--- src/rtl/sync_fifo_pkg.sv ---
// Purpose: shared helpers for sync_fifo_fwft (level width, threshold sanity check).
// Latency: n/a, elaboration-time functions only.
// Backpressure: n/a.
package sync_fifo_pkg;

    function automatic int clog2_ceil(input int value);
        int r;
        r = 0;
        for (int i = 0; i < 31; i++) begin
            if ((1 << i) < value) r = i + 1;
        end
        return r;
    endfunction

    // Level must represent 0..DEPTH inclusive, hence DEPTH+1 states.
    function automatic int level_width(input int aw);
        return clog2_ceil((1 << aw) + 1);
    endfunction

    function automatic bit thresh_ok(input int ae, input int af, input int depth);
        return (ae >= 0) && (ae < af) && (af <= depth);
    endfunction

endpackage

--- src/rtl/sync_fifo_ram.sv ---
// Purpose: simple dual-port RAM, DW x DEPTH, one write and one registered read port.
// Latency: read data valid one clock after re.
// Backpressure: none; caller guarantees address safety.
module sync_fifo_ram #(
    parameter int DW = 8,
    parameter int AW = 4
) (
    input  logic          clk,
    input  logic          we,
    input  logic [AW-1:0] waddr,
    input  logic [DW-1:0] wdata,
    input  logic          re,
    input  logic [AW-1:0] raddr,
    output logic [DW-1:0] rdata
);

    logic [DW-1:0] mem [1 << AW];

    always_ff @(posedge clk) begin
        if (we) mem[waddr] <= wdata;
        if (re) rdata <= mem[raddr];
    end

endmodule

--- src/rtl/sync_fifo_fwft.sv ---
// Purpose: single-clock FWFT FIFO with level and almost flags; SYNC_FIFO_ERR_EN adds sticky overflow/underflow.
// Latency: write into empty FIFO shows on rdata two clocks later; pops sustain one word per clock.
// Backpressure: writes dropped while wfull, pops ignored while !rvalid.
module sync_fifo_fwft
    import sync_fifo_pkg::*;
#(
    parameter  int DW        = 8,
    parameter  int AW        = 4,
    parameter  int AF_THRESH = (1 << AW) - 2,
    parameter  int AE_THRESH = 2,
    localparam int LW        = level_width(AW)
) (
    input  logic          clk,
    input  logic          rst,
    input  logic          wen,
    input  logic [DW-1:0] wdata,
    output logic          wfull,
    output logic          walmost_full,
    input  logic          ren,
    output logic [DW-1:0] rdata,
    output logic          rvalid,
    output logic          rempty,
    output logic          ralmost_empty,
    output logic [LW-1:0] level
`ifdef SYNC_FIFO_ERR_EN
    ,
    input  logic          err_clr,
    output logic          overflow,
    output logic          underflow
`endif
);

    localparam int DEPTH = 1 << AW;
    localparam logic [LW-1:0] DEPTH_L = LW'(DEPTH);
    localparam logic [LW-1:0] AF_L    = LW'(AF_THRESH);
    localparam logic [LW-1:0] AE_L    = LW'(AE_THRESH);
    localparam logic [AW:0]   PTR_ONE = {{AW{1'b0}}, 1'b1};

    if (!thresh_ok(AE_THRESH, AF_THRESH, DEPTH)) begin : g_bad_thresh
        $error("sync_fifo_fwft: thresholds must satisfy AE_THRESH < AF_THRESH <= DEPTH");
    end
    if (DW < 1 || AW < 1 || LW != AW + 1) begin : g_bad_size
        $error("sync_fifo_fwft: DW and AW must be at least 1");
    end

    logic [AW:0]   wptr;
    logic [AW:0]   rptr;
    logic [AW:0]   ram_cnt;
    logic          mid_vld;
    logic [DW-1:0] ram_q;
    logic          wr_acc;
    logic          pop;
    logic          out_load;
    logic          mid_free;
    logic          rd_issue;

    // Pipeline: RAM array -> RAM read register (mid) -> output register (rdata).
    assign wr_acc   = wen && !wfull;
    assign pop      = ren && rvalid;
    assign out_load = mid_vld && (!rvalid || pop);
    assign mid_free = !mid_vld || out_load;
    assign ram_cnt  = wptr - rptr;
    assign rd_issue = (ram_cnt != '0) && mid_free;

    sync_fifo_ram #(
        .DW (DW),
        .AW (AW)
    ) u_ram (
        .clk   (clk),
        .we    (wr_acc),
        .waddr (wptr[AW-1:0]),
        .wdata (wdata),
        .re    (rd_issue),
        .raddr (rptr[AW-1:0]),
        .rdata (ram_q)
    );

    always_ff @(posedge clk or posedge rst) begin
        if (rst) begin
            wptr    <= '0;
            rptr    <= '0;
            mid_vld <= 1'b0;
            rvalid  <= 1'b0;
            rdata   <= '0;
            level   <= '0;
        end else begin
            if (wr_acc)   wptr <= wptr + PTR_ONE;
            if (rd_issue) rptr <= rptr + PTR_ONE;

            if (rd_issue)      mid_vld <= 1'b1;
            else if (out_load) mid_vld <= 1'b0;

            if (out_load) begin
                rvalid <= 1'b1;
                rdata  <= ram_q;
            end else if (pop) begin
                rvalid <= 1'b0;
            end

            level <= level + LW'(wr_acc) - LW'(pop);
        end
    end

    assign wfull         = (level == DEPTH_L);
    assign walmost_full  = (level >= AF_L);
    assign ralmost_empty = (level <= AE_L);
    assign rempty        = !rvalid;

`ifdef SYNC_FIFO_ERR_EN
    always_ff @(posedge clk or posedge rst) begin
        if (rst) begin
            overflow  <= 1'b0;
            underflow <= 1'b0;
        end else begin
            if (wen && wfull)  overflow <= 1'b1;
            else if (err_clr)  overflow <= 1'b0;

            if (ren && !rvalid) underflow <= 1'b1;
            else if (err_clr)   underflow <= 1'b0;
        end
    end
`endif

endmodule

--- config.mk ---
export PLATFORM = sky130hd
export DESIGN_NAME = sync_fifo_fwft
export DESIGN_NICKNAME = d
export VERILOG_FILES = /design/src/rtl/sync_fifo_pkg.sv /design/src/rtl/sync_fifo_ram.sv /design/src/rtl/sync_fifo_fwft.sv
export SDC_FILE = /design/constraint.sdc
export NUM_CORES = 1
export LEC_CHECK = 0
export CAP_MARGIN = 20
export CORE_UTILIZATION = 50
export DETAILED_ROUTE_END_ITERATION = 8
export PLACE_DENSITY = 0.71
export SLEW_MARGIN = 20
export SYNTH_ARGS = -nofsm -noshare
export SYNTH_HDL_FRONTEND = slang
export SYNTH_SLANG_ARGS = --single-unit
--- constraint.sdc ---
create_clock -name clk -period 2.6 [get_ports clk]
set_input_delay 0.39 -clock clk [delete_from_list [all_inputs] [get_ports clk]]
set_output_delay 0.39 -clock clk [all_outputs]
set_load 0.005 [all_outputs]
; ---- Word level (Yosys, flattened, before mapping)
; Memory sizes are Yosys's and may differ from the RTL's. A register that Yosys moved wholly into a read port is not among the register bits.
; Index checks and enable logic that the tools add are counted.
; Widths: inputs -> output; s select.
[totals]
register_bits = 25
ram_bits = 128
inputBits = 12
out_inout_bits = 18
wordCells = 33
n_memories = 1
[classes]
addsub = 5
order_cmp = 2
n_eq_ne = 1
n_mux = 6
reduce_logical = 12
[mem_list]
columns = name, depth, word_bits, rd, rd_clocked_by_memory_dff, write_ports, line_no
row1 = u_ram.mem, 16, 8, 1, 1, 1, sync_fifo_ram.sv:17  ; logic [DW-1:0] mem [1 << AW];
[op_table]
columns = cell, count
row1 = $add 5x1->5 const B, 2
row2 = $mux 1, 6
row3 = $add 5x1->5, 1
row4 = $eq 5x5->1 const B, 1
row5 = $ge 5x4->1 const B, 1
row6 = $le 5x2->1 const B, 1
row7 = $reduce_bool 5->1, 1
row8 = $sub 5x1->5, 1
row9 = $sub 5x5->5, 1
row10 = $logic_and 1x1->1, 4
row11 = $reduce_bool 2->1, 2
row12 = $logic_not 1->1, 3
row13 = $logic_or 1x1->1, 2

; ---- Depth between registers and ports, before layout
[logic_depth]
word_depth = 6
depth_mapped = 13

; ---- Cells and area by module
; From an unflattened synthesis, not the netlist that was laid out.
[unflattened]
hier_cells = 347
hier_area_um2 = 6583.8
[by_module_without_submodules]
columns = mod, instances, cells_per_inst, area_per_inst_um2, seq_area_each_um2
row1 = sync_fifo_ram, 1, 229, 5227.5, 4083.9
row2 = sync_fifo_fwft, 1, 118, 1356.3, 625.6

; ---- Worst setup path after synthesis
; No wires, ideal clock.
[synth_path]
path_type = reg-to-reg
from = reg level[2]
to = reg level[4]
setup_time_ns = 0.123
arrival_ns = 2.482
setup_slack_ns = -0.004
path_stages_with_launch = 14
path_cell_list = dfrtp_1 inv_1 ha_1 nor4bb_1 nor2b_1 clkbuf_1 inv_1 ha_1 inv_1 ha_1 fa_1 a21oi_1 o21bai_1 xnor2_1
[synth_between]
elab_chain_len = 5
[synth_lines]
columns = item, line_no
row1 = from (decl), sync_fifo_fwft.sv:24  ; output logic [LW-1:0] level
row2 = from (signal assigned), sync_fifo_fwft.sv:100  ; level <= level + LW'(wr_acc) - LW'(pop);
row3 = $eq 5x5->1, sync_fifo_fwft.sv:104  ; assign wfull = (level == DEPTH_L);
row4 = via wfull, sync_fifo_fwft.sv:17  ; output logic wfull,
row5 = $logic_not 1->1, sync_fifo_fwft.sv:58  ; assign wr_acc = wen && !wfull;
row6 = $logic_and 1x1->1, sync_fifo_fwft.sv:58
row7 = $add 5x1->5, sync_fifo_fwft.sv:100
row8 = $sub 5x1->5, sync_fifo_fwft.sv:100
; The timed path passes the listed nets, and every way through them passes these cells.
; A chain may end at the register's enable or synchronous reset.

; ---- Worst setup path after layout
[layout_path]
from = reg level[3]
to = reg level[4]
[layout_between]
elab_chain_len = 5
[layout_lines]
columns = item, line_no
row1 = $eq 5x5->1, sync_fifo_fwft.sv:104
row2 = $logic_not 1->1, sync_fifo_fwft.sv:58
row3 = $logic_and 1x1->1, sync_fifo_fwft.sv:58
row4 = $add 5x1->5 *, sync_fifo_fwft.sv:100
row5 = $sub 5x1->5 *, sync_fifo_fwft.sv:100
; Every way passes the cells marked *; elsewhere a longest branch is shown, timed or not.

==> results_dict.tcl <==
set metrics [dict create \
    combinationalPowerShare_pct 32.5 \
    place_hpwl_um 7560 \
    cts_hold_buf 0 \
    yosys_warnings 0 \
    slew_headroom_pct 59.28 \
    grt_max_degree 36 \
    rows 41 \
    start_util_pct 52.11 \
    synth.top_cell.area_share_pct 61.11 \
    finalClockSkew_ps 6.737 \
    cts.sinks 161 \
    required_ps 2910 \
    outcome "finished, final reports clean" \
    ir_worst_vdd_v 0.0005901 \
    hold_path.class "in -> async" \
    worstSetupStartpointType "flip-flop" \
    post-route-period-util_pct 92.37 \
    drive_gt1_share_pct 26.33 \
    rr_startpoint "level[3]$_DFF_PP0_" \
    grt_overflow_total 0 \
    internal_power_uw 6706 \
    die_h_um 117.6 \
    fmax_ghz 0.4164 \
    drtPass1Iterations 4 \
    dieArea_sq_um 13830 \
    yosys_register_bits 161 \
    hold_viol_final 0 \
    grt_pass1_wl_um 18600 \
    synth_top_flop_cell "edfxtp_1" \
    area.growth.synth_to_final_pct 18.93 \
    regToRegEndpoint "level[4]$_DFF_PP0_" \
    synthXorXnorAreaFrac_pct 1.442 \
    p_seq_share_pct 38.1 \
    cts_made_buffers 17 \
    p_leak_uw 0.002804 \
    gr-usage-all-layers_pct 18.32 \
    synth_common_cells "136 x edfxtp_1, 37 x mux4_2, 25 x dfrtp_1" \
    tns_ps 0 \
    top_layer "met4" \
    p_switching_uw 2647 \
    swShare_pct 28.30 \
    rsz0062_at_grt "false" \
    gp_congestion 0.7784 \
    ys_async_sr_fraction_pct 15.53 \
    drc 0 \
    synth_top_family_by_area "multiplexers" \
    antenna_cells 0 \
    synth_area_leader_cell "edfxtp_1" \
    htree_num_levels 4 \
    grt_pass1_vias 3327 \
    synth_adder_area_share_pct 4.044 \
    ios 30 \
    synth_cell_types 42 \
    synth_fp_nets 374 \
    synth_compound_area_share_pct 2.191 \
    cts_tree "yes" \
    routed_wl_um 11330 \
    synth_edf_count 136 \
    io_buffers 29 \
    avgSynthCellArea_sq_um 19.60 \
    ys_seq_area_share_pct 70.47 \
    fin_cells 586 \
    coreArea_sq_um 12820 \
    wl_per_cell_um 19.33 \
    postRouteAntennaNets 0 \
    synthTopCellsByArea "edfxtp_1 61%, mux4_2 12%, dfrtp_1 9.4%" \
    maxCapViolCount 0 \
    maxSlewViolCount 0 \
    synth_most_common_cell "edfxtp_1" \
    critPathArrivalTime_ps 2710 \
    wl_met1_um 4965 \
    path_class "reg -> reg" \
    p_clk_share_pct 29.4 \
    r2r_slack_ps 200 \
    placed_cells 553 \
    clock_latency_ps 420 \
    worstPathMaxFanout 4 \
    place_ws_ps 142.0 \
    cts-resized-gates 0 \
    grt_antenna_before_repair 0 \
    clkTransAtPathRegs_ps 60 \
    timing_worst_slew_pin_value_ps 610.1 \
    setup_viol 0 \
    fp.dieW_um 117.6 \
    syn_inst 341 \
    r2r_cells 12 \
    synth_mux_area_share_pct 15.22 \
    drt_iter0_drc 301 \
    wl_met2_um 5537 \
    p_per_area_nw_per_um2 1177 \
    viasPerCell 5.520 \
    finalNetCount 434 \
    clockBufferDepth 2 \
    num_vias 3235 \
    crit_path_end_kind "flip-flop" \
    min_period_ps 2402 \
    synth_simple_gate_area_share_pct 4.025 \
    cts_root_buffer "clkbuf_16" \
    dr_wl_met3_um 692 \
    setup_ws_ps 198.4 \
    syn-cell-area_sq_um 6683 \
]
## power by group through the flow
| stage | Combinational, uW | Sequential, uW | Clock (uW) |
|---|---|---|---|
| global route | 3320 | 3620 | 2910 |
| finish | 3040 | 3560 | 2750 |
| floorplan | 2170 | 3550 | 0 |
| CTS | 3070 | 3580 | 2790 |
| detailed placement | 3050 | 3630 | 0 |
| global placement | 2980 | 3600 | 0 |
## state kept, by name (all words and copies together) (netlist names)
register     count
level            5
wptr             5
u_ram.mem      128
rvalid           1
rdata            8
mid_vld          1
rptr             5
u_ram.rdata      8
## cells in the final DEF (no fill, tap or decap), types with 2 or more instances in the layout
| master | count |
|---|---|
| inv_1 | 17 |
| bufinv_16 | 6 |
| dfrtp_1 | 24 |
| buf_4 | 24 |
| clkbuf_16 | 17 |
| nor2_1 | 14 |
| clkinv_4 | 2 |
| edfxtp_1 | 136 |
| nor2b_1 | 2 |
| nand3_1 | 2 |
| xnor2_1 | 8 |
| clkinv_2 | 2 |
| clkinv_1 | 2 |
| nand2_1 | 11 |
| o21ai_0 | 3 |
| o31a_2 | 2 |
| nand2b_1 | 5 |
| ha_1 | 20 |
| a21oi_1 | 3 |
| nor3_1 | 4 |
| clkinvlp_4 | 2 |
| xor2_1 | 3 |
| mux4_1 | 3 |
| mux2_2 | 8 |
| clkdlybuf4s50_1 | 29 |
| nand3b_1 | 2 |
| mux4_2 | 37 |
| nand4_1 | 5 |
## final cells by class
class | count | area, sq um
Clock buffer | 17 | 425.4
Clock inverter | 15 | 239.0
Fill cell | 880 | 4877
Inverter | 18 | 67.56
Multi-Input combinational cell | 149 | 1799
Sequential cell | 161 | 4711
Tap cell | 172 | 215.2
Timing Repair Buffer | 54 | 490.5
## kinds of logic after synthesis
kind of cell,count (synthesis)
flops,161
simple gates,51
mux,49
buf+inv,31
fa+ha+maj,21
compound gates,17
xor+xnor,11
## per-layer routing
metal / global-route usage, % / vias up
li1: - / 1470
met1: 25.62 / 1649
met2: 28.05 / 99
met3: 4.942 / 17
met4: 6.010 / 0
met5: 0 / -
## metrics by stage
step                hold slack [ps]  total power (uW)  cell area [sq um]  utilization [%]
floorplan                     417.3              5728               6684                -
global placement              462.0              6578               7276            56.73
detailed placement            471.4              6671               7276            56.73
CTS                           359.3              9444               7940            61.91
global route                  388.3              9854               7948            61.97
finish                        346.3              9353               7948            61.97
## repair_timing
action,CTS,global route
endpoints found under the hold margin,0,0
endpoints found under the setup margin,0,1
setup buffers,0,1
## worst max-delay path by stage
stage | start | end | slack [ps] | cells after the start
after floorplan | level[2]$_DFF_PP0_ | level[4]$_DFF_PP0_ | 110 | 13
final | level[3]$_DFF_PP0_ | level[4]$_DFF_PP0_ | 200 | 12
after global placement | wen | level[4]$_DFF_PP0_ | 150 | 10
after global routing | level[3]$_DFF_PP0_ | level[4]$_DFF_PP0_ | 2 | 12
after CTS | level[2]$_DFF_PP0_ | level[4]$_DFF_PP0_ | 130 | 12
after detailed placement | wen | level[4]$_DFF_PP0_ | 140 | 10
## critical path: stages (launching register included)
cell and delay, ps:
dfrtp_1 380, inv_1 100, ha_1 180, nor4bb_1 130, nor2b_1 170, inv_1 60
ha_1 270, inv_1 40, ha_1 200, fa_1 410, a21oi_1 160, o21bai_1 80
xnor2_1 120
Note: power is estimated with default switching activity, not from simulation.
